===== src/rtl/fetch_decode.sv =====
// Instruction-side producer: owns the PC, fetches from a sync-read ROM, decodes and
// issues one control bundle at a time with a valid/ready handshake.
module fetch_decode #(
  parameter int unsigned           DATA_WIDTH    = 32,
  parameter int unsigned           ADDRESS_WIDTH = 5,
  parameter int unsigned           ALUctrl_WIDTH = 3,
  parameter logic [DATA_WIDTH-1:0] RESET_PC      = '0
) (
  input  logic                     clk,
  input  logic                     rst,
  output logic [DATA_WIDTH-1:0]    imem_addr,
  input  logic [DATA_WIDTH-1:0]    imem_rdata,
  output logic                     ctrl_valid,
  input  logic                     ctrl_ready,
  output logic [DATA_WIDTH-1:0]    ImmOp,
  output logic                     RegWrite,
  output logic [ALUctrl_WIDTH-1:0] ALUctrl,
  output logic                     ALUsrc,
  output logic [ADDRESS_WIDTH-1:0] rs1,
  output logic [ADDRESS_WIDTH-1:0] rs2,
  output logic [ADDRESS_WIDTH-1:0] rd,
  output logic                     MemWrite,
  output logic                     ResultSrc,
  input  logic                     EQ,
  output logic [DATA_WIDTH-1:0]    pc,
  output logic                     illegal
);

  localparam logic [6:0] OP_R    = 7'b0110011;
  localparam logic [6:0] OP_ADDI = 7'b0010011;
  localparam logic [6:0] OP_LW   = 7'b0000011;
  localparam logic [6:0] OP_SW   = 7'b0100011;
  localparam logic [6:0] OP_BR   = 7'b1100011;
  localparam logic [6:0] OP_LUI  = 7'b0110111;

  localparam logic [ALUctrl_WIDTH-1:0] ALU_ADD = ALUctrl_WIDTH'(3'b000);
  localparam logic [ALUctrl_WIDTH-1:0] ALU_SUB = ALUctrl_WIDTH'(3'b001);
  localparam logic [ALUctrl_WIDTH-1:0] ALU_AND = ALUctrl_WIDTH'(3'b010);
  localparam logic [ALUctrl_WIDTH-1:0] ALU_OR  = ALUctrl_WIDTH'(3'b011);
  localparam logic [ALUctrl_WIDTH-1:0] ALU_SLT = ALUctrl_WIDTH'(3'b101);

  typedef enum logic [1:0] {FETCH, DECODE, ISSUE} state_e;

  state_e state_q, state_d;
  logic   hs;

  logic [DATA_WIDTH-1:0]    pc_q, pc_d;
  logic [DATA_WIDTH-1:0]    imm_q, imm_d;
  logic [ALUctrl_WIDTH-1:0] alu_q, alu_d;
  logic [ADDRESS_WIDTH-1:0] rs1_q, rs1_d, rs2_q, rd_q;
  logic alusrc_q, alusrc_d, resultsrc_q, resultsrc_d;
  logic regwrite_q, regwrite_d, memwrite_q, memwrite_d;
  logic branch_q, branch_d, bne_q, bne_d, illegal_q, illegal_d;

  logic [31:0] instr, imm_i, imm_s, imm_b, imm_u, imm_sel;
  logic [6:0]  funct7;
  logic [2:0]  funct3;

  assign instr  = imem_rdata[31:0];
  assign funct7 = instr[31:25];
  assign funct3 = instr[14:12];
  assign imm_i  = {{20{instr[31]}}, instr[31:20]};
  assign imm_s  = {{20{instr[31]}}, instr[31:25], instr[11:7]};
  assign imm_b  = {{19{instr[31]}}, instr[31], instr[7], instr[30:25], instr[11:8], 1'b0};
  assign imm_u  = {instr[31:12], 12'b0};
  assign imm_d  = DATA_WIDTH'($signed(imm_sel));

  // Instruction decode; anything unrecognised collapses to a NOP flagged illegal
  always_comb begin
    imm_sel     = '0;
    alu_d       = ALU_ADD;
    alusrc_d    = 1'b0;
    resultsrc_d = 1'b0;
    regwrite_d  = 1'b0;
    memwrite_d  = 1'b0;
    branch_d    = 1'b0;
    bne_d       = funct3[0];
    illegal_d   = 1'b0;
    rs1_d       = ADDRESS_WIDTH'(instr[19:15]);
    case (instr[6:0])
      OP_R: begin
        regwrite_d = 1'b1;
        if (funct7 == 7'b0000000) begin
          case (funct3)
            3'b000:  alu_d = ALU_ADD;
            3'b111:  alu_d = ALU_AND;
            3'b110:  alu_d = ALU_OR;
            3'b010:  alu_d = ALU_SLT;
            default: illegal_d = 1'b1;
          endcase
        end else if (funct7 == 7'b0100000 && funct3 == 3'b000) begin
          alu_d = ALU_SUB;
        end else begin
          illegal_d = 1'b1;
        end
      end
      OP_ADDI: begin
        imm_sel    = imm_i;
        alusrc_d   = 1'b1;
        regwrite_d = 1'b1;
        illegal_d  = (funct3 != 3'b000);
      end
      OP_LW: begin
        imm_sel     = imm_i;
        alusrc_d    = 1'b1;
        regwrite_d  = 1'b1;
        resultsrc_d = 1'b1;
        illegal_d   = (funct3 != 3'b010);
      end
      OP_SW: begin
        imm_sel    = imm_s;
        alusrc_d   = 1'b1;
        memwrite_d = 1'b1;
        illegal_d  = (funct3 != 3'b010);
      end
      OP_BR: begin
        imm_sel   = imm_b;
        alu_d     = ALU_SUB;
        branch_d  = 1'b1;
        illegal_d = (funct3[2:1] != 2'b00);
      end
      OP_LUI: begin
        imm_sel    = imm_u;
        rs1_d      = '0;
        alusrc_d   = 1'b1;
        regwrite_d = 1'b1;
      end
      default: illegal_d = 1'b1;
    endcase
    if (illegal_d) begin
      imm_sel     = '0;
      alu_d       = ALU_ADD;
      alusrc_d    = 1'b0;
      resultsrc_d = 1'b0;
      regwrite_d  = 1'b0;
      memwrite_d  = 1'b0;
      branch_d    = 1'b0;
    end
  end

  // Sequencing and handshake detection
  always_comb begin
    state_d    = state_q;
    ctrl_valid = 1'b0;
    hs         = 1'b0;
    case (state_q)
      FETCH:  state_d = DECODE;
      DECODE: state_d = ISSUE;
      ISSUE: begin
        ctrl_valid = 1'b1;
        if (ctrl_ready) begin
          hs      = 1'b1;
          state_d = FETCH;
        end
      end
      default: state_d = FETCH;
    endcase
  end

  always_comb begin
    pc_d = pc_q + DATA_WIDTH'(4);
    if (branch_q && (bne_q ? !EQ : EQ)) pc_d = pc_q + imm_q;
  end

  always_ff @(posedge clk) begin
    if (rst) state_q <= FETCH;
    else     state_q <= state_d;
  end

  always_ff @(posedge clk) begin
    if (rst)     pc_q <= RESET_PC;
    else if (hs) pc_q <= pc_d;
  end

  // Bundle registers load once per instruction and stay frozen through ISSUE
  always_ff @(posedge clk) begin
    if (rst) begin
      imm_q       <= '0;
      alu_q       <= '0;
      rs1_q       <= '0;
      rs2_q       <= '0;
      rd_q        <= '0;
      alusrc_q    <= 1'b0;
      resultsrc_q <= 1'b0;
      regwrite_q  <= 1'b0;
      memwrite_q  <= 1'b0;
      branch_q    <= 1'b0;
      bne_q       <= 1'b0;
      illegal_q   <= 1'b0;
    end else if (state_q == DECODE) begin
      imm_q       <= imm_d;
      alu_q       <= alu_d;
      rs1_q       <= rs1_d;
      rs2_q       <= ADDRESS_WIDTH'(instr[24:20]);
      rd_q        <= ADDRESS_WIDTH'(instr[11:7]);
      alusrc_q    <= alusrc_d;
      resultsrc_q <= resultsrc_d;
      regwrite_q  <= regwrite_d;
      memwrite_q  <= memwrite_d;
      branch_q    <= branch_d;
      bne_q       <= bne_d;
      illegal_q   <= illegal_d;
    end
  end

  // Write enables only fire in a handshake cycle that is not being reset
  assign RegWrite  = regwrite_q && hs && !rst;
  assign MemWrite  = memwrite_q && hs && !rst;
  assign illegal   = illegal_q && hs && !rst;
  assign imem_addr = pc_q;
  assign pc        = pc_q;
  assign ImmOp     = imm_q;
  assign ALUctrl   = alu_q;
  assign ALUsrc    = alusrc_q;
  assign ResultSrc = resultsrc_q;
  assign rs1       = rs1_q;
  assign rs2       = rs2_q;
  assign rd        = rd_q;

endmodule


===== config.mk =====
export PLATFORM = sky130hd
export DESIGN_NAME = fetch_decode
export DESIGN_NICKNAME = d
export VERILOG_FILES = /design/src/rtl/fetch_decode.sv
export SDC_FILE = /design/constraint.sdc
export NUM_CORES = 1
export LEC_CHECK = 0
export BUFFER_PORTS_ARGS = -buffer_cell sky130_fd_sc_hd__buf_2
export CAP_MARGIN = 20
export CORE_ASPECT_RATIO = 0.9
export CORE_MARGIN = 2
export CORE_UTILIZATION = 55
export CTS_CLUSTER_SIZE = 12
export DETAILED_ROUTE_END_ITERATION = 6
export PLACE_DENSITY = 0.82
export SLEW_MARGIN = 20
export SYNTH_ARGS = -nofsm -noshare
export SYNTH_HDL_FRONTEND = slang
export SYNTH_SLANG_ARGS = --single-unit

===== constraint.sdc =====
create_clock -name clk -period 5.4 [get_ports clk]
set_input_delay 0.81 -clock clk [delete_from_list [all_inputs] [get_ports clk]]
set_output_delay 0.81 -clock clk [all_outputs]
set_load 0.03 [all_outputs]

Word level (Yosys, flattened, before mapping)
Index checks and enable logic that the tools add are counted.
{ "word_totals": {"input_bits": 36, "ff_bits": 91, "out_inout_bits": 120, "wordCells": 79} }
{ "classes": {"muxes": 29, "reduce_logical": 20, "add_sub_neg": 2, "eq_ne": 14} }
{ "op_table": {"columns": ["cell", "count"], "rows": [
  ["case mux 32 bit (4 select lines)", 1],
  ["2-to-1 mux 32 bit", 2],
  ["adder 32 x 3 -> 32 bit, second input constant", 1],
  ["adder 32 bit", 1],
  ["equality test 7 x 6 -> 1 bit, second input constant", 4],
  ["2-to-1 mux 1 bit", 18],
  ["OR reduction 4 bit", 3],
  ["case mux 3 bit (3 select lines)", 1],
  ["logical AND 1 bit", 8],
  ["equality test 7 x 2 -> 1 bit, second input constant", 1],
  ["equality test 7 x 5 -> 1 bit, second input constant", 1],
  ["equality test 7 bit, second input constant", 1],
  ["zero test 7 bit", 1],
  ["equality test 3 bit, second input constant", 2],
  ["2-to-1 mux 3 bit", 2],
  ["case mux 2 bit (3 select lines)", 1],
  ["case mux 3 bit (2 select lines)", 1],
  ["2-to-1 mux 5 bit", 1],
  ["case mux 1 bit (5 select lines)", 1],
  ["OR reduction 2 bit", 2],
  ["equality test 3 x 2 -> 1 bit, second input constant", 1],
  ["zero test 3 bit", 1],
  ["inequality test 3 x 2 -> 1 bit, second input constant", 1],
  ["nonzero test 3 bit", 1],
  ["other kinds (7)", 8]
]} }

Logic depth before layout (Yosys ltp)
Gate-level depths: netlist (run 1).
{ "depth": {"ltp_word": 6, "ltp_mapped": 11} }

Least setup slack after synthesis (run 1)
Ideal clock, no wire load.
{ "synth_path": {"path_kind": "register to output", "start": "register state_q[1]", "end": "output port RegWrite", "path_slack_ns": 2.379, "n_path_buf": 3, "stages_incl_launch_ff": 7, "arrival_time_ns": 2.211, "required_time_ns": 4.590, "cell_sequence": "dfxtp_1 nor2b_1 and2_1 clkbuf_1 clkbuf_1 clkbuf_1 and3_1"} }
{ "synth_via": {"elab_chain_len": 4} }
{ "synth_rtl": {"columns": ["element", "line", "text"], "rows": [
  ["from (decl)", "44", "state_e state_q, state_d;"],
  ["from (signal assigned)", "167", "else state_q <= state_d;"],
  ["equality test 2 bit", "146", "case (state_q)"],
  ["2-to-1 mux 1 bit", "146", null],
  ["logical AND 1 bit (2 in a row)", "207", "assign RegWrite = regwrite_q && hs && !rst;"],
  ["to (decl)", "16", "output logic RegWrite,"]
]} }
No other way between the ends.

Worst setup path in the final report (run 1)
{ "layout_path": {"start": "register state_q[1]", "end": "output port MemWrite"} }
{ "layout_via": {"elab_chain_len": 4} }
{ "layout_rtl": {"columns": ["element", "line", "text"], "rows": [
  ["equality test 2 bit", "146", null],
  ["2-to-1 mux 1 bit", "146", null],
  ["logical AND 1 bit (2 in a row)", "208", "assign MemWrite = memwrite_q && hs && !rst;"],
  ["to (decl)", "22", "output logic MemWrite,"]
]} }
No other way between the ends.

==> impl_metrics.env, run 1 <==
export IMPL_status="finished clean"
export IMPL_endpoint_kind="output pin"
export IMPL_clk_path_buf_depth=2
export IMPL_antenna_left=0
export IMPL_die_w_um=116
export IMPL_ctsResizeCount=0
export IMPL_maxSlewHeadroom_pct=35.1
export IMPL_synth_avg_cell_area_um2=7.60
export IMPL_fin_total_pwr_mw=1.48
export IMPL_multi_input_area_um2=3930
export IMPL_fmax_mhz=317
export IMPL_synthCells=821
export IMPL_crit_path_max_fanout=18
export IMPL_ys_seq_area_share_pct=29.2
export IMPL_clock_latency_ns=0.35
export IMPL_n_fill_cell=1002
export IMPL_die_area_um2=12200
export IMPL_ff_latch_area_um2=1820
export IMPL_overflow=0
export IMPL_cts_sinks=91
export IMPL_drive_gt1_share_pct=21.4
export IMPL_synthFlopType="dfxtp_1"
export IMPL_grt_pass1_vias=5750
export IMPL_synth_fp_nets=890
export IMPL_place_gp_congestion=0.968
export IMPL_synth_area_leaders="dfxtp_1, a21oi_1, ha_1"
export IMPL_yosys_area_top_type="dfxtp_1"
export IMPL_drt_wl_total_mm=19.2
export IMPL_hold_violations=0
export IMPL_worst_setup_path_start_kind="flop"
export IMPL_final_setup_viol_count=0
export IMPL_clock_root_buffer="clkbuf_16"
export IMPL_syn_area_um2=6240
export IMPL_p_per_area_nw_per_um2=209
export IMPL_io_pins=156
export IMPL_ir_worst_vdd_v=0.000218
export IMPL_post_cts_setup_buffers=0
export IMPL_via_per_inst=6.19
export IMPL_synth_edff_count=0
export IMPL_grt_max_degree=75
export IMPL_yosysMostFrequentCell="a21oi_1"
export IMPL_antenna_found_initial=0
export IMPL_rsz0062_at_grt="false"
export IMPL_clk_pin_slew_ns=0.07
export IMPL_rows=36
export IMPL_worst_ep_required_time_ns=4.59
export IMPL_diodes=0
export IMPL_nets=977
export IMPL_ys_warn_count=0
export IMPL_fin_skew_ns=0.00439
export IMPL_synth_top_cells_by_count="a21oi_1, dfxtp_1, nand2_1, nor2_1, clkbuf_1"
export IMPL_portBuffers=155
export IMPL_p_leak_nw=3.37
export IMPL_async_flop_share_pct=0
export IMPL_wl_per_cell_um=18.1
export IMPL_cts_max_level=3
export IMPL_core_um2=10900
export IMPL_synth_top_area_share_pct=29.2
export IMPL_area_growth_pct=13.7
export IMPL_ys_ff_latch=91
export IMPL_route_detailed_drc=0
export IMPL_num_vias=6595
export IMPL_die_h_um=105
export IMPL_slew_violations=0
export IMPL_drtIter0Drc=698
export IMPL_criticalPathCategory="reg -> out"
export IMPL_yosysUniqueCellTypes=70
export IMPL_worst_pin_slew_ns=0.971
export IMPL_cp_arrival_ns=2.35
export IMPL_period_minus_slack_ns=3.16
export IMPL_hp_class="reg -> reg"
export IMPL_cts_buffers_inserted=9
export IMPL_cts_tree="built"
export IMPL_period_share_pct=58.5
export IMPL_drt_pass1_iterations=5
export IMPL_ctsHoldBuffers=0
export IMPL_grt_first_pass_wirelength_mm=30.0
export IMPL_tns_ns=0
export IMPL_cap_violations=0
export IMPL_initial_core_util_pct=57.0
export IMPL_place_hpwl_mm=14.1
export IMPL_track_usage_pct=30.9
-- registers in the layout (all words and copies together) (netlist names) --
| name | count |
|---|---|
| ImmOp | 32 |
| imem_addr | 32 |
| rd | 5 |
| rs1 | 5 |
| rs2 | 5 |
| ALUctrl | 3 |
| state_q | 2 |
| ALUsrc | 1 |
| ResultSrc | 1 |
| bne_q | 1 |
| branch_q | 1 |
| illegal_q | 1 |
| memwrite_q | 1 |
| regwrite_q | 1 |
-- metal layers --
| layer | GRT usage, % | share of wire, % | vias up |
|---|---|---|---|
| li1 | - | - | 3157 |
| met1 | 46.1 | 45 | 3034 |
| met4 | 7.14 | 2.1 | 0 |
| met3 | 5.97 | 11 | 34 |
| met5 | 0 | 0 | - |
| met2 | 45.4 | 42 | 370 |
-- layout make-up --
class / instances / share of cell area, %
clock inverters: 3 / 0.670
multi-input cells: 637 / 55.4
inverters: 7 / 0.370
clock buffers: 13 / 3.53
repair buffers: 162 / 11.7
flip-flops and latches: 91 / 25.7
well taps: 152 / 2.68
-- cell usage in the layout, fill, tap and decap left out, types with 4 or more instances in the layout --
| cell | count |
|---|---|
| buf_2 | 155 |
| a21oi_1 | 95 |
| dfxtp_1 | 91 |
| nand2_1 | 85 |
| nor2_1 | 83 |
| o21ai_0 | 36 |
| a21o_1 | 36 |
| ha_1 | 32 |
| a22oi_1 | 27 |
| nand3_1 | 25 |
| and3_1 | 18 |
| nor3_1 | 17 |
| nand4_1 | 16 |
| xor2_1 | 13 |
| a22o_1 | 10 |
| and2_1 | 9 |
| a211oi_1 | 9 |
| xnor2_1 | 9 |
| clkbuf_16 | 9 |
| nor2b_1 | 8 |
| a31oi_1 | 8 |
| inv_1 | 7 |
| nor4_1 | 7 |
| buf_4 | 7 |
| o211ai_1 | 6 |
| o21ai_1 | 6 |
| and4_1 | 5 |
| nand2b_1 | 5 |
| a2111oi_0 | 5 |
| o21a_1 | 5 |
| a21oi_2 | 4 |
| or3_1 | 4 |
-- stage by stage --
step                      cells  instance area, um2  hold WS (ns)  worst slack [ns]  utilization [%]
after floorplan             821                6240         0.427              2.38                -
after global placement     1049                6800         0.436              2.35             62.1
after detailed placement   1049                6800         0.441              2.26             62.1
after CTS                  1065                7100         0.450              2.30             64.8
after global routing       1065                7100         0.471              2.18             64.8
final                      1065                7100         0.448              2.24             64.8
-- cells by family (layout without fill, tap and decap cells) --
family                   count (synthesis)  in the layout  share of synthesized area [%]
buffers and inverters                   93            185                           7.88
XOR/XNOR                                22             22                           3.09
flip-flops                              91             91                           29.2
multiplexers                             4              4                          0.681
AND/OR/NAND/NOR                        297            297                           23.0
adder cells (fa/ha/maj)                 33             33                           6.73
AO/OA/AOI/OAI                          281            281                           29.4
-- critical path: stages, from the launching register on --
cell,delay (ns)
dfxtp_1,0.36
nor2b_1,0.28
and2_1,0.65
buf_4,0.35
and3_1,0.17
buf_2,0.19
-- where the power goes --
part / leakage, nW / switching [mW] / total, mW / internal, mW
Clock: 0.144 / 0.272 / 0.646 / 0.374
Sequential: 0.736 / 0.00983 / 0.695 / 0.685
Combinational: 2.49 / 0.104 / 0.144 / 0.0398
-- final timing paths --
| kind | from | end | slack, ns | cells past startpoint |
|---|---|---|---|---|
| setup / recovery | state_q[1] | MemWrite | 2.24 | 5 |
| hold / removal | rs1[3] | rs1[3] | 0.45 | 2 |
| setup reg to reg | imem_addr[2] | imem_addr[26] | 2.45 | 9 |
| hold reg to reg | rs1[3] | rs1[3] | 0.45 | 2 |
No activity file was read; power rests on OpenSTA's default activity.
==> run 2, diff against run 1 <==
- CORE_UTILIZATION: 55 -> 49
- PLACE_DENSITY: 0.82 -> 0.77
- clock period: 5.4 -> 2.8 ns (I/O delays scaled with it)
==> impl_metrics.env, run 2 (same netlist as run 1, synthesis figures left out) <==
export IMPL_status="finished clean"
export IMPL_wl_per_cell_um=18.5
export IMPL_tns_ns=0
export IMPL_maxSlewHeadroom_pct=53.5
export IMPL_diodes=0
export IMPL_pre_cts_ws_ns=-0.0906
export IMPL_period_share_pct=94.8
export IMPL_final_setup_viol_count=0
export IMPL_endpoint_kind="flop"
export IMPL_cp_arrival_ns=2.90
export IMPL_track_usage_pct=30.1
export IMPL_drtIter0Drc=709
export IMPL_nets=1015
export IMPL_use_met2_pct=42.5
export IMPL_rrSetupSlack_ns=0.15
export IMPL_worst_pin_slew_ns=0.680
export IMPL_antenna_left=0
export IMPL_ctsHoldBuffers=0
export IMPL_rr_startpoint="ImmOp[16]"
export IMPL_num_vias=6737
export IMPL_initial_core_util_pct=49.8
export IMPL_crit_end="imem_addr[27]"
export IMPL_core_um2=12500
export IMPL_r2r_end="imem_addr[27]"
export IMPL_grt_first_pass_wirelength_mm=32.2
export IMPL_grt_met3_usage_pct=7.92
export IMPL_clk_pin_slew_ns=0.08
export IMPL_clock_root_buffer="clkbuf_16"
export IMPL_rr_worst_depth=9
export IMPL_via_per_inst=6.04
export IMPL_grt_busiest_layer="met1"
export IMPL_place_hpwl_mm=15.6
export IMPL_drt_wl_total_mm=20.6
export IMPL_criticalPathCategory="reg -> reg"
export IMPL_hold_violations=0
export IMPL_final_common_cell="buf_2"
export IMPL_place_gp_congestion=0.975
export IMPL_io_pins=156
export IMPL_rows=39
export IMPL_clock_latency_ns=0.35
export IMPL_fin_skew_ns=0.0126
export IMPL_grt_max_degree=32
export IMPL_route_detailed_drc=0
export IMPL_overflow=0
export IMPL_drt_pass1_iterations=7
export IMPL_n_fill_cell=1158
export IMPL_use_met1_pct=44.2
export IMPL_die_area_um2=13700
export IMPL_hp_class="in -> reg"
export IMPL_worst_setup_path_start_kind="flop"
export IMPL_grt_pass1_vias=6019
export IMPL_layout_common_cells="buf_2, a21oi_1, dfxtp_1"
export IMPL_drive_gt1_share_pct=25.1
export IMPL_slew_violations=0
export IMPL_cts_max_level=3
export IMPL_p_per_area_nw_per_um2=381
export IMPL_portBuffers=155
export IMPL_worst_ep_required_time_ns=3.05
export IMPL_cp_startpoint="ImmOp[16]"
export IMPL_cts_buffers_inserted=9
export IMPL_worst_slack_ns=0.146
export IMPL_area_growth_pct=19.1
export IMPL_period_minus_slack_ns=2.65
export IMPL_fmax_mhz=377
export IMPL_die_h_um=111
export IMPL_antenna_found_initial=0
export IMPL_cts_tree="built"
export IMPL_die_w_um=123
export IMPL_cap_violations=0
export IMPL_crit_path_max_fanout=7
export IMPL_rsz0062_at_grt="false"
export IMPL_ir_worst_vdd_v=0.000309
export IMPL_cts_sinks=91
export IMPL_p_leak_nw=3.57
export IMPL_post_cts_setup_buffers=0
export IMPL_holdPathStages=3
export IMPL_clk_path_buf_depth=2
==> run 2: cell types whose count changed in the layout (fill, tap and decap cells not counted), moves of 2 or more <==
cell	before	now
clkinvlp_4	0	2
clkbuf_1	3	0
inv_8	0	2
a2111oi_2	0	2
buf_4	7	44
a2111oi_0	5	3
==> run 2: how the worst min path moves through the flow <==
stage | from | end | slack, ns
6_report | imem_rdata[9] | rd[2] | 0.31
4_1_cts | imem_rdata[9] | rd[2] | 0.31
2_1_floorplan | state_q[1] | state_q[0] | 0.43
5_1_grt | imem_rdata[9] | rd[2] | 0.32
3_3_place_gp | rs1[0] | rs1[0] | 0.44
3_5_place_dp | rs1[1] | rs1[1] | 0.44
==> run 2: critical path: stages (launching register included) <==
cell and delay, ns:
dfxtp_1 0.41, ha_1 0.36, a21oi_2 0.21, o21ai_1 0.12, a31o_1 0.27, a2111o_1 0.37
o21a_1 0.20, a21oi_1 0.17, xor2_1 0.10, a2111oi_2 0.35
==> run 2: what timing repair did <==
item | CTS | global route
gates resized for setup | 2 | 5
endpoints found under the setup margin | 1 | 5
pin swaps | 0 | 1
==> run 2: where the power goes <==
| part | switching (mW) | internal [mW] |
|---|---|---|
| logic | 0.210 | 0.0847 |
| clock network | 0.581 | 0.626 |
| registers | 0.0153 | 1.32 |
| total | 0.806 | 2.03 |
==> run 2: cell type report <==
type	instances	area (um2)	share of cell area, %
Clock inverter	7	71.3	0.959
Sequential cell	91	1820	24.5
Inverter	7	26.3	0.353
Clock buffer	9	225	3.03
Tap cell	164	205	2.76
Timing Repair Buffer	200	1130	15.1
Multi-Input combinational cell	637	3960	53.3
==> run 2: metal layers <==
metal | up-vias | routed length [um]
met5 | - | 0
met4 | 0 | 615
met3 | 44 | 2410
met2 | 402 | 8630
met1 | 3067 | 8980
li1 | 3224 | -
==> run 2: through the flow <==
step	area [um2]	utilization, %	power (mW)	cells	hold slack, ns
final	7440	59.3	2.84	1115	0.314
after floorplan	6240	-	1.54	821	0.427
after detailed placement	7110	56.7	1.65	1099	0.441
after global placement	7110	56.7	1.65	1099	0.437
after global routing	7440	59.3	2.93	1115	0.318
after CTS	7410	59.1	2.84	1115	0.307
